==> src/rtl/ula_pkg.sv <==
// Opcode set shared with the ula, scheduler state encoding and the opcode legality check.
package ula_pkg;

  localparam int OP_W = 5;

  localparam logic [4:0] OP_ADD = 5'd0;
  localparam logic [4:0] OP_SUB = 5'd1;
  localparam logic [4:0] OP_AND = 5'd2;
  localparam logic [4:0] OP_OR  = 5'd3;
  localparam logic [4:0] OP_XOR = 5'd4;
  localparam logic [4:0] OP_NOT = 5'd5;
  localparam logic [4:0] OP_SHL = 5'd6;
  localparam logic [4:0] OP_SHR = 5'd7;
  localparam logic [4:0] OP_MUL = 5'd8;

  typedef enum logic [1:0] {
    S_IDLE  = 2'd0,
    S_ISSUE = 2'd1,
    S_WAIT  = 2'd2,
    S_RESP  = 2'd3
  } sched_state_t;

  function automatic logic is_legal_op(input logic [4:0] op);
    logic legal;
    case (op)
      OP_ADD, OP_SUB, OP_AND, OP_OR, OP_XOR,
      OP_NOT, OP_SHL, OP_SHR, OP_MUL: legal = 1'b1;
      default:                        legal = 1'b0;
    endcase
    return legal;
  endfunction

endpackage

==> src/rtl/ula_rr_arbiter.sv <==
// Combinational round-robin arbiter: the first active request at or above ptr (with wrap) wins.
module ula_rr_arbiter #(
  parameter int NUM_REQ = 4,
  parameter int ID_W    = $clog2(NUM_REQ)
) (
  input  logic [NUM_REQ-1:0] req,
  input  logic [ID_W-1:0]    ptr,
  output logic [NUM_REQ-1:0] gnt,
  output logic [ID_W-1:0]    gnt_idx,
  output logic               gnt_any
);

  logic [ID_W:0]   sum_s;
  logic [ID_W-1:0] cand_s;

  // Scan candidates in priority order starting at the pointer.
  always_comb begin
    gnt     = '0;
    gnt_idx = '0;
    gnt_any = 1'b0;
    sum_s   = '0;
    cand_s  = '0;
    for (int i = 0; i < NUM_REQ; i++) begin
      sum_s = {1'b0, ptr} + (ID_W+1)'(i);
      if (sum_s >= (ID_W+1)'(NUM_REQ)) begin
        sum_s = sum_s - (ID_W+1)'(NUM_REQ);
      end else begin
        sum_s = sum_s;
      end
      cand_s = sum_s[ID_W-1:0];
      if (!gnt_any && req[cand_s]) begin
        gnt[cand_s] = 1'b1;
        gnt_idx     = cand_s;
        gnt_any     = 1'b1;
      end else begin
        gnt_any = gnt_any;
      end
    end
  end

endmodule

==> src/rtl/ula_req_scheduler.sv <==
// Round-robin scheduler sharing one ula between NUM_REQ requesters, one op in flight,
// with illegal-opcode rejection and a WAIT timeout.
module ula_req_scheduler
  import ula_pkg::*;
#(
  parameter  int NUM_REQ     = 4,
  parameter  int TIMEOUT_CYC = 16,
  localparam int ID_W        = $clog2(NUM_REQ)
) (
  input  logic                  clk,
  input  logic                  rst,
  input  logic [NUM_REQ-1:0]    i_req_valid,
  output logic [NUM_REQ-1:0]    o_req_ready,
  input  logic [NUM_REQ*5-1:0]  i_req_op,
  input  logic [NUM_REQ*16-1:0] i_req_a,
  input  logic [NUM_REQ*16-1:0] i_req_b,
  output logic [4:0]            o_ula_op,
  output logic [15:0]           o_ula_a,
  output logic [15:0]           o_ula_b,
  input  logic                  i_ula_valid,
  input  logic [31:0]           i_ula_result,
  input  logic                  i_ula_carry,
  output logic                  o_rsp_valid,
  output logic [ID_W-1:0]       o_rsp_id,
  output logic [31:0]           o_rsp_result,
  output logic                  o_rsp_carry,
  output logic                  o_rsp_error,
  input  logic                  i_rsp_ready,
  output logic                  o_busy
);

  localparam int              CNT_W    = $clog2(TIMEOUT_CYC + 1);
  localparam logic [CNT_W-1:0] CNT_LAST = CNT_W'(TIMEOUT_CYC - 1);

  sched_state_t        state_r;
  sched_state_t        state_nxt_s;
  logic [ID_W-1:0]     ptr_r;
  logic [CNT_W-1:0]    cnt_r;
  logic [ID_W-1:0]     id_r;
  logic [4:0]          ula_op_r;
  logic [15:0]         ula_a_r;
  logic [15:0]         ula_b_r;
  logic                rsp_valid_r;
  logic [31:0]         rsp_result_r;
  logic                rsp_carry_r;
  logic                rsp_error_r;

  logic [NUM_REQ-1:0]  gnt_s;
  logic [ID_W-1:0]     gnt_idx_s;
  logic                gnt_any_s;
  logic [4:0]          sel_op_s;
  logic [15:0]         sel_a_s;
  logic [15:0]         sel_b_s;
  logic                sel_legal_s;
  logic                timeout_s;

  ula_rr_arbiter #(
    .NUM_REQ (NUM_REQ),
    .ID_W    (ID_W)
  ) u_arb (
    .req     (i_req_valid),
    .ptr     (ptr_r),
    .gnt     (gnt_s),
    .gnt_idx (gnt_idx_s),
    .gnt_any (gnt_any_s)
  );

  // Payload of the arbitration winner; the grant is one-hot so an OR-mux suffices.
  always_comb begin
    sel_op_s = '0;
    sel_a_s  = '0;
    sel_b_s  = '0;
    for (int i = 0; i < NUM_REQ; i++) begin
      sel_op_s = sel_op_s | (i_req_op[i*5 +: 5]  & {5{gnt_s[i]}});
      sel_a_s  = sel_a_s  | (i_req_a[i*16 +: 16] & {16{gnt_s[i]}});
      sel_b_s  = sel_b_s  | (i_req_b[i*16 +: 16] & {16{gnt_s[i]}});
    end
  end

  assign sel_legal_s = is_legal_op(sel_op_s);
  assign timeout_s   = (cnt_r == CNT_LAST);

  // State register.
  always_ff @(posedge clk or posedge rst) begin
    if (rst) begin
      state_r <= S_IDLE;
    end else begin
      state_r <= state_nxt_s;
    end
  end

  // Next-state logic.
  always_comb begin
    state_nxt_s = state_r;
    case (state_r)
      S_IDLE: begin
        if (gnt_any_s) begin
          state_nxt_s = sel_legal_s ? S_ISSUE : S_RESP;
        end else begin
          state_nxt_s = S_IDLE;
        end
      end
      S_ISSUE: state_nxt_s = S_WAIT;
      S_WAIT: begin
        if (i_ula_valid || timeout_s) begin
          state_nxt_s = S_RESP;
        end else begin
          state_nxt_s = S_WAIT;
        end
      end
      S_RESP: begin
        if (i_rsp_ready) begin
          state_nxt_s = S_IDLE;
        end else begin
          state_nxt_s = S_RESP;
        end
      end
      default: state_nxt_s = S_IDLE;
    endcase
  end

  // Grant is offered only in IDLE, and never while reset is held.
  always_comb begin
    o_req_ready = '0;
    if ((state_r == S_IDLE) && !rst) begin
      o_req_ready = gnt_s;
    end else begin
      o_req_ready = '0;
    end
  end

  // Capture registers, timeout counter and response holding.
  always_ff @(posedge clk or posedge rst) begin
    if (rst) begin
      ptr_r        <= '0;
      cnt_r        <= '0;
      id_r         <= '0;
      ula_op_r     <= '0;
      ula_a_r      <= '0;
      ula_b_r      <= '0;
      rsp_valid_r  <= 1'b0;
      rsp_result_r <= '0;
      rsp_carry_r  <= 1'b0;
      rsp_error_r  <= 1'b0;
    end else begin
      case (state_r)
        S_IDLE: begin
          if (gnt_any_s) begin
            id_r  <= gnt_idx_s;
            ptr_r <= (gnt_idx_s == ID_W'(NUM_REQ - 1)) ? '0 : gnt_idx_s + ID_W'(1);
            // Illegal ops never reach the ula, so its inputs keep the previous op.
            if (sel_legal_s) begin
              ula_op_r <= sel_op_s;
              ula_a_r  <= sel_a_s;
              ula_b_r  <= sel_b_s;
            end else begin
              rsp_valid_r  <= 1'b1;
              rsp_result_r <= '0;
              rsp_carry_r  <= 1'b0;
              rsp_error_r  <= 1'b1;
            end
          end
        end
        S_ISSUE: cnt_r <= '0;
        S_WAIT: begin
          if (i_ula_valid) begin
            rsp_valid_r  <= 1'b1;
            rsp_result_r <= i_ula_result;
            rsp_carry_r  <= i_ula_carry;
            rsp_error_r  <= 1'b0;
          end else if (timeout_s) begin
            rsp_valid_r  <= 1'b1;
            rsp_result_r <= '0;
            rsp_carry_r  <= 1'b0;
            rsp_error_r  <= 1'b1;
          end else begin
            cnt_r <= cnt_r + CNT_W'(1);
          end
        end
        S_RESP: begin
          if (i_rsp_ready) begin
            rsp_valid_r <= 1'b0;
            cnt_r       <= '0;
          end
        end
        default: begin
          rsp_valid_r <= 1'b0;
        end
      endcase
    end
  end

  assign o_ula_op     = ula_op_r;
  assign o_ula_a      = ula_a_r;
  assign o_ula_b      = ula_b_r;
  assign o_rsp_valid  = rsp_valid_r;
  assign o_rsp_id     = id_r;
  assign o_rsp_result = rsp_result_r;
  assign o_rsp_carry  = rsp_carry_r;
  assign o_rsp_error  = rsp_error_r;
  assign o_busy       = (state_r != S_IDLE);

endmodule
==> config.mk <==
export PLATFORM = sky130hd
export DESIGN_NAME = ula_req_scheduler
export DESIGN_NICKNAME = d
export VERILOG_FILES = /design/src/rtl/ula_pkg.sv /design/src/rtl/ula_rr_arbiter.sv /design/src/rtl/ula_req_scheduler.sv
export SDC_FILE = /design/constraint.sdc
export NUM_CORES = 1
export LEC_CHECK = 0
export CORE_UTILIZATION = 43
export DETAILED_ROUTE_END_ITERATION = 10
export PLACE_DENSITY_LB_ADDON = 0.05
export SYNTH_ARGS = -nofsm -noshare
export SYNTH_HDL_FRONTEND = slang
export SYNTH_SLANG_ARGS = --single-unit
export TNS_END_PERCENT = 100
==> constraint.sdc <==
create_clock -name clk -period 13.1 [get_ports clk]
set_input_delay 3.275 -clock clk [delete_from_list [all_inputs] [get_ports clk]]
set_output_delay 3.275 -clock clk [all_outputs]
set_load 0.03 [all_outputs]
==> impl_metrics.ini, run 1 <==
[timing]
achievable-frequency_mhz = 96.8
fin_setup_tns_ps = 0
hold_ws_ps = 486
timing.final.crit_share_pct = 78.9
hold_viol = 0
slew_viol_final = 0
finalSetupViolCount = 0
worst_slew_pin_slew_ps = 1210
worst_clock_skew_ps = 7.91
finalWorstPathRequiredPeriod_ps = 10330
unrepaired_setup_endpoints_after_global_routing = no
relSlewSlack_pct = 19.1

[clock_network]
cts.repair.resized = 0
cts_sink_count = 83
clock_tree.root_cell = sky130_fd_sc_hd__clkbuf_16
worstSkewPairLatency_ps = 330
cts_tree = built
clk_pin_slew_worst_paths_ps = 60
tritoncts.num_buffers = 9
htree_num_levels = 3
ctsLongestPathBuffers = 2
setup_repair_bufs_after_cts = 0
postCtsHoldBufs = 0

[setup_path]
critical_path_data_arrival_time_ps = 7060
critPathRequiredTime_ps = 9820
worst-r2r-cell-count = 10
startpoint_type = input port
largest_fanout_on_the_critical_path = 33
cp-end-kind = primary output
startpoint_to_endpoint_class_of_the_critical_path = input port to primary output

[route]
detail_route.iter0.violations = 366
detail_route.first_pass.iterations = 6
drt-wirelength-per-cell_um = 19.8
route.vias.total = 4922
ant_nets = 0
route.detailed.vias_per_inst = 5.65
drc = 0
wl_um = 17200

[finish]
layoutNonFillerInstCount = 871
area_delta_synth_final_pct = 60.5
final_net_count = 923
fin_area_sq_um = 7920
final_layout_size_suffix_gt1_share_pct = 6.02
finalCoreUtilization_pct = 71.8
filler_cell_count = 796
antenna-diode-count = 0

[floorplan]
boundaryPins = 268
die_boundary_height_um = 109
dieArea_sq_um = 11900
start_util_pct = 44.7
die_width_um = 109
fp.coreArea_sq_um = 11000
num_rows = 38

[placement]
placed_cell_area_sq_um = 7610
placedCellCount = 855
numPortBuffers = 267
dp.final_hpwl_um = 13100
routabilityCongestion = 0.890

[global_route]
grt_start_max_net_pins = 72
grt_use_total_pct = 28.5
grt_first_pass_wirelength_um = 25700
antenna_found_initial = 0
first_global_vias = 4855
overall_overflow_remaining_after_global_route = 0

[synthesis]
synth_enable_flop_cells = 0
synth_top_area_share_pct = 42.1
synth-seq-cells = 83
seq_area_frac_synth_pct = 42.1
synth-async-reset-ratio_pct = 100
synthDominantAreaCellType = sky130_fd_sc_hd__dfrtp_1
mappedNetlistNets = 679
synth_area_sq_um = 4940
synth_ff_type = sky130_fd_sc_hd__dfrtp_1
synthesis.instances = 482
netlist_top_cells_area = sky130_fd_sc_hd__dfrtp_1, sky130_fd_sc_hd__a22oi_1, sky130_fd_sc_hd__mux2_1
yosysWarningCount = 0
syn_avg_cell_area_sq_um = 10.2
yosys.cell_types.count = 57

[power]
p_leak_nw = 3.33
power-per-cell-area_nw_per_um2 = 255
ir_drop_v = 0.000143

[job]
max_cap_violations = 0

[outcome]
status = finished clean

[min_path]
hold_path_class = flop to flop
timing.hold.worst_path_depth = 1
-- flip-flops by register name, summed over array words and instances (netlist names), named ones only --
| signal | count |
|---|---|
| o_rsp_result | 32 |
| o_ula_a | 16 |
| o_ula_b | 16 |
| cnt_r | 5 |
| o_ula_op | 5 |
| o_rsp_id | 2 |
| state_r | 2 |
| o_rsp_carry | 1 |
| o_rsp_error | 1 |
| o_rsp_valid | 1 |
| ptr_r | 1 |
-- critical path: stages --
cell and delay (ps):
sky130_fd_sc_hd__clkdlybuf4s50_1 630, sky130_fd_sc_hd__mux4_2 580, sky130_fd_sc_hd__or3b_2 480, sky130_fd_sc_hd__a2bb2oi_2 320, sky130_fd_sc_hd__a21o_1 850, sky130_fd_sc_hd__nor2b_1 230, sky130_fd_sc_hd__clkdlybuf4s50_1 680
-- area by class of cell --
cell class,instances,area (sq um),area share (%)
Timing Repair Buffer,268,2680,33.8
Multi-Input combinational cell,353,2640,33.3
Sequential cell,83,2080,26.2
Clock buffer,9,225,2.84
Tap cell,140,175,2.21
Clock inverter,7,80.1,1.01
Inverter,11,42.5,0.537
-- cell families (layout without fill, tap and decap cells) --
kind of cell    Yosys count  after routing  synth area share (%)
fa+ha+maj                 8              8                  2.03
buf+inv                  46            295                  4.74
compound gates          173            173                  27.7
mux                      45             45                  11.1
flops                    83             83                  42.1
xor+xnor                  2              2                 0.355
simple gates            125            125                  12.0
-- cell usage in the layout (no fill, tap or decap), types with 7 or more instances in the layout --
master / Yosys / routed
sky130_fd_sc_hd__a21oi_1: 10 / 10
sky130_fd_sc_hd__a22o_1: 36 / 36
sky130_fd_sc_hd__a22oi_1: 75 / 75
sky130_fd_sc_hd__and3_1: 7 / 7
sky130_fd_sc_hd__clkbuf_16: 0 / 9
sky130_fd_sc_hd__clkdlybuf4s50_1: 0 / 267
sky130_fd_sc_hd__dfrtp_1: 83 / 83
sky130_fd_sc_hd__ha_1: 8 / 8
sky130_fd_sc_hd__inv_1: 11 / 10
sky130_fd_sc_hd__mux2_1: 29 / 29
sky130_fd_sc_hd__nand2_1: 65 / 65
sky130_fd_sc_hd__nor2_1: 21 / 21
sky130_fd_sc_hd__o21ai_0: 14 / 14
sky130_fd_sc_hd__o22ai_1: 7 / 7
-- path summary, 6_finish.rpt --
kind	slack (ps)	to	from
max in group asynchronous	8750	o_ula_b[2]	rst
min	490	o_ula_op[4]	o_ula_op[4]
max	2770	o_req_ready[0]	i_req_valid[3]
min in group asynchronous	3190	o_rsp_result[23]	rst
min reg2reg	490	o_ula_op[4]	o_ula_op[4]
max reg2reg	8030	o_rsp_error	flop
-- synth_stat cells (2+ instances only) --
library cell and number:
sky130_fd_sc_hd__dfrtp_1 83, sky130_fd_sc_hd__nor2b_1 5, sky130_fd_sc_hd__o21ai_1 2, sky130_fd_sc_hd__o21ai_0 14
sky130_fd_sc_hd__and3b_1 2, sky130_fd_sc_hd__a22oi_1 75, sky130_fd_sc_hd__o22ai_1 7, sky130_fd_sc_hd__a21o_1 4
sky130_fd_sc_hd__a21oi_1 10, sky130_fd_sc_hd__mux4_2 3, sky130_fd_sc_hd__clkbuf_1 18, sky130_fd_sc_hd__nor2_1 21
sky130_fd_sc_hd__buf_6 6, sky130_fd_sc_hd__a211o_1 3, sky130_fd_sc_hd__inv_1 11, sky130_fd_sc_hd__mux2_1 29
sky130_fd_sc_hd__mux2i_2 3, sky130_fd_sc_hd__nand2_1 65, sky130_fd_sc_hd__buf_2 4, sky130_fd_sc_hd__ha_1 8
sky130_fd_sc_hd__mux2_2 6, sky130_fd_sc_hd__nand2b_1 5, sky130_fd_sc_hd__mux2i_1 3, sky130_fd_sc_hd__o2bb2ai_1 3
sky130_fd_sc_hd__a32o_1 3, sky130_fd_sc_hd__buf_4 3, sky130_fd_sc_hd__nand3_1 3, sky130_fd_sc_hd__nor3_1 5
sky130_fd_sc_hd__a2111oi_4 3, sky130_fd_sc_hd__buf_1 4, sky130_fd_sc_hd__a211oi_1 3, sky130_fd_sc_hd__and3_1 7
sky130_fd_sc_hd__nor4_1 2, sky130_fd_sc_hd__a22o_1 36
-- stage by stage --
| step | total power [mW] | setup slack [ps] |
|---|---|---|
| finish | 2.02 | 2770 |
| global route | 2.15 | 2620 |
| CTS | 2.02 | 2820 |
| detailed placement | 1.75 | 2820 |
| global placement | 1.73 | 2870 |
| floorplan | 1.31 | 3930 |
-- where the power goes --
group / leakage (nW) / internal, mW / total (mW) / switching (mW)
registers: 1.04 / 0.372 / 0.465 / 0.0936
clock network: 0.149 / 0.151 / 0.261 / 0.110
logic: 2.15 / 0.538 / 1.29 / 0.753
total: 3.33 / 1.06 / 2.02 / 0.957
-- routing by layer --
layer	vias up	global-route usage [%]	part of all wire, %
met5	-	0	0
met3	24	7.65	8.4
met4	0	7.92	1.8
met2	221	47.8	49
met1	2362	35.9	41
li1	2315	-	-
No activity file was read; power rests on OpenSTA's default activity.
==> run 2: changes to the inputs <==
CORE_UTILIZATION = 40   (was 43)
clock period = 10.1 ns   (was 13.1 ns; I/O delays follow)
==> impl_metrics.ini, run 2 (synthesized netlist as in run 1, its figures left out) <==
[power]
ir_drop_v = 0.000179
power-per-cell-area_nw_per_um2 = 331
p_leak_nw = 3.35

[finish]
final_layout_size_suffix_gt1_share_pct = 6.40
area_delta_synth_final_pct = 60.9
finalCoreUtilization_pct = 66.1
antenna-diode-count = 0
mostFrequentLayoutCell = sky130_fd_sc_hd__clkdlybuf4s50_1
largest_register_ff_count = 32
most-common-layout-cells = sky130_fd_sc_hd__clkdlybuf4s50_1, sky130_fd_sc_hd__dfrtp_1, sky130_fd_sc_hd__a22oi_1, sky130_fd_sc_hd__nand2_1, sky130_fd_sc_hd__a22o_1
final_net_count = 926

[job]
max_cap_violations = 0

[clock_network]
postCtsHoldBufs = 0
clock_tree.root_cell = sky130_fd_sc_hd__clkbuf_16
worstSkewPairLatency_ps = 330
tritoncts.num_buffers = 9
cts.repair.resized = 0
ctsLongestPathBuffers = 2
cts_tree = built
setup_repair_bufs_after_cts = 0
htree_num_levels = 3
clk_pin_slew_worst_paths_ps = 60
cts_sink_count = 83

[route]
detail_route.first_pass.iterations = 4
ant_nets = 0
route.vias.total = 4992
wl_um = 17500
detail_route.iter0.violations = 284
drt-wirelength-per-cell_um = 19.9
drc = 0
route.detailed.vias_per_inst = 5.67

[placement]
numPortBuffers = 267
routabilityCongestion = 0.850
dp.final_hpwl_um = 13200
placement.setup.worst_slack_ps = 1360

[floorplan]
fp.coreArea_sq_um = 12000
die_boundary_height_um = 113
die_width_um = 113
boundaryPins = 268
num_rows = 40
dieArea_sq_um = 12800
start_util_pct = 41.1

[timing]
finalSetupViolCount = 0
achievable-frequency_mhz = 115
fin_worst_setup_slack_ps = 1380
finalWorstPathRequiredPeriod_ps = 8720
hold_viol = 0
worst_slew_pin_slew_ps = 1200
timing.final.crit_share_pct = 86.3
fin_setup_tns_ps = 0
relSlewSlack_pct = 20.2
hold_ws_ps = 486
slew_viol_final = 0
worst_clock_skew_ps = 7.81
unrepaired_setup_endpoints_after_global_routing = no

[setup_path]
worstReg2RegEnd = o_rsp_error
critical_path_data_arrival_time_ps = 6190
startpoint_type = input port
largest_fanout_on_the_critical_path = 33
worst-r2r-cell-count = 10
cp-startpoint = i_req_valid[3]
cp-end-kind = primary output
critPathRequiredTime_ps = 7580
startpoint_to_endpoint_class_of_the_critical_path = input port to primary output
ff2ff_setup_slack_ps = 5030

[global_route]
grt_use_total_pct = 27.5
first_global_vias = 5061
grt_first_pass_wirelength_um = 27100
grt_start_max_net_pins = 50
overall_overflow_remaining_after_global_route = 0
antenna_found_initial = 0

[min_path]
hold_path.startpoint = o_ula_a[9]
timing.hold.worst_path_depth = 1
hold_path_class = flop to flop
whs_endpoint = o_ula_a[9]

[outcome]
status = finished clean
-- run 2: through the flow --
stage	total power, mW	instances	cell area (sq um)
2_1_floorplan	1.70	482	4940
3_3_place_gp	2.26	865	7640
3_5_place_dp	2.30	865	7640
4_1_cts	2.64	881	7940
5_1_grt	2.79	881	7940
6_report	2.63	881	7940
-- run 2: worst max path at each step --
stage	to	slack [ps]	cells after the start
2_1_floorplan	o_req_ready[0]	2430	3
5_1_grt	o_req_ready[1]	1160	8
3_5_place_dp	o_req_ready[1]	1360	8
4_1_cts	o_req_ready[1]	1350	8
3_3_place_gp	o_req_ready[1]	1510	8
6_report	o_req_ready[1]	1380	8
-- run 2: final cells by class --
type | instances | area [sq um]
fillers | 1000 | 4070
flip-flops and latches | 83 | 2080
well taps | 147 | 184
clock inverters | 6 | 65.1
repair buffers | 271 | 2700
multi-input cells | 353 | 2630
inverters | 11 | 42.5
clock buffers | 10 | 239
-- run 2: metal layers --
layer	up-vias	GRT usage, %	part of all wire [%]
met4	0	9.12	2.2
met3	27	7.55	8.3
met2	221	46.8	49
met1	2420	33.7	41
met5	-	0	0
li1	2324	-	-
-- run 2: where the power goes --
group,total [mW],switching (mW),internal (mW)
clock network,0.334,0.136,0.198
registers,0.599,0.116,0.482
logic,1.70,0.990,0.707
total,2.63,1.24,1.39
-- run 2: worst max-delay path, stage by stage --
cell and delay, ps:
sky130_fd_sc_hd__clkdlybuf4s50_1 640, sky130_fd_sc_hd__mux2_2 410, sky130_fd_sc_hd__mux2i_2 420, sky130_fd_sc_hd__a2111oi_4 180, sky130_fd_sc_hd__nor2_1 220, sky130_fd_sc_hd__a21o_1 870, sky130_fd_sc_hd__nor2b_1 220, sky130_fd_sc_hd__clkdlybuf4s50_1 680
==> run 3: changes to the inputs <==
SKIP_LAST_GASP = 1   (was unset)
==> results of run 3 <==
Same layout as run 2: the final DEF is identical, and so are final timing and power.
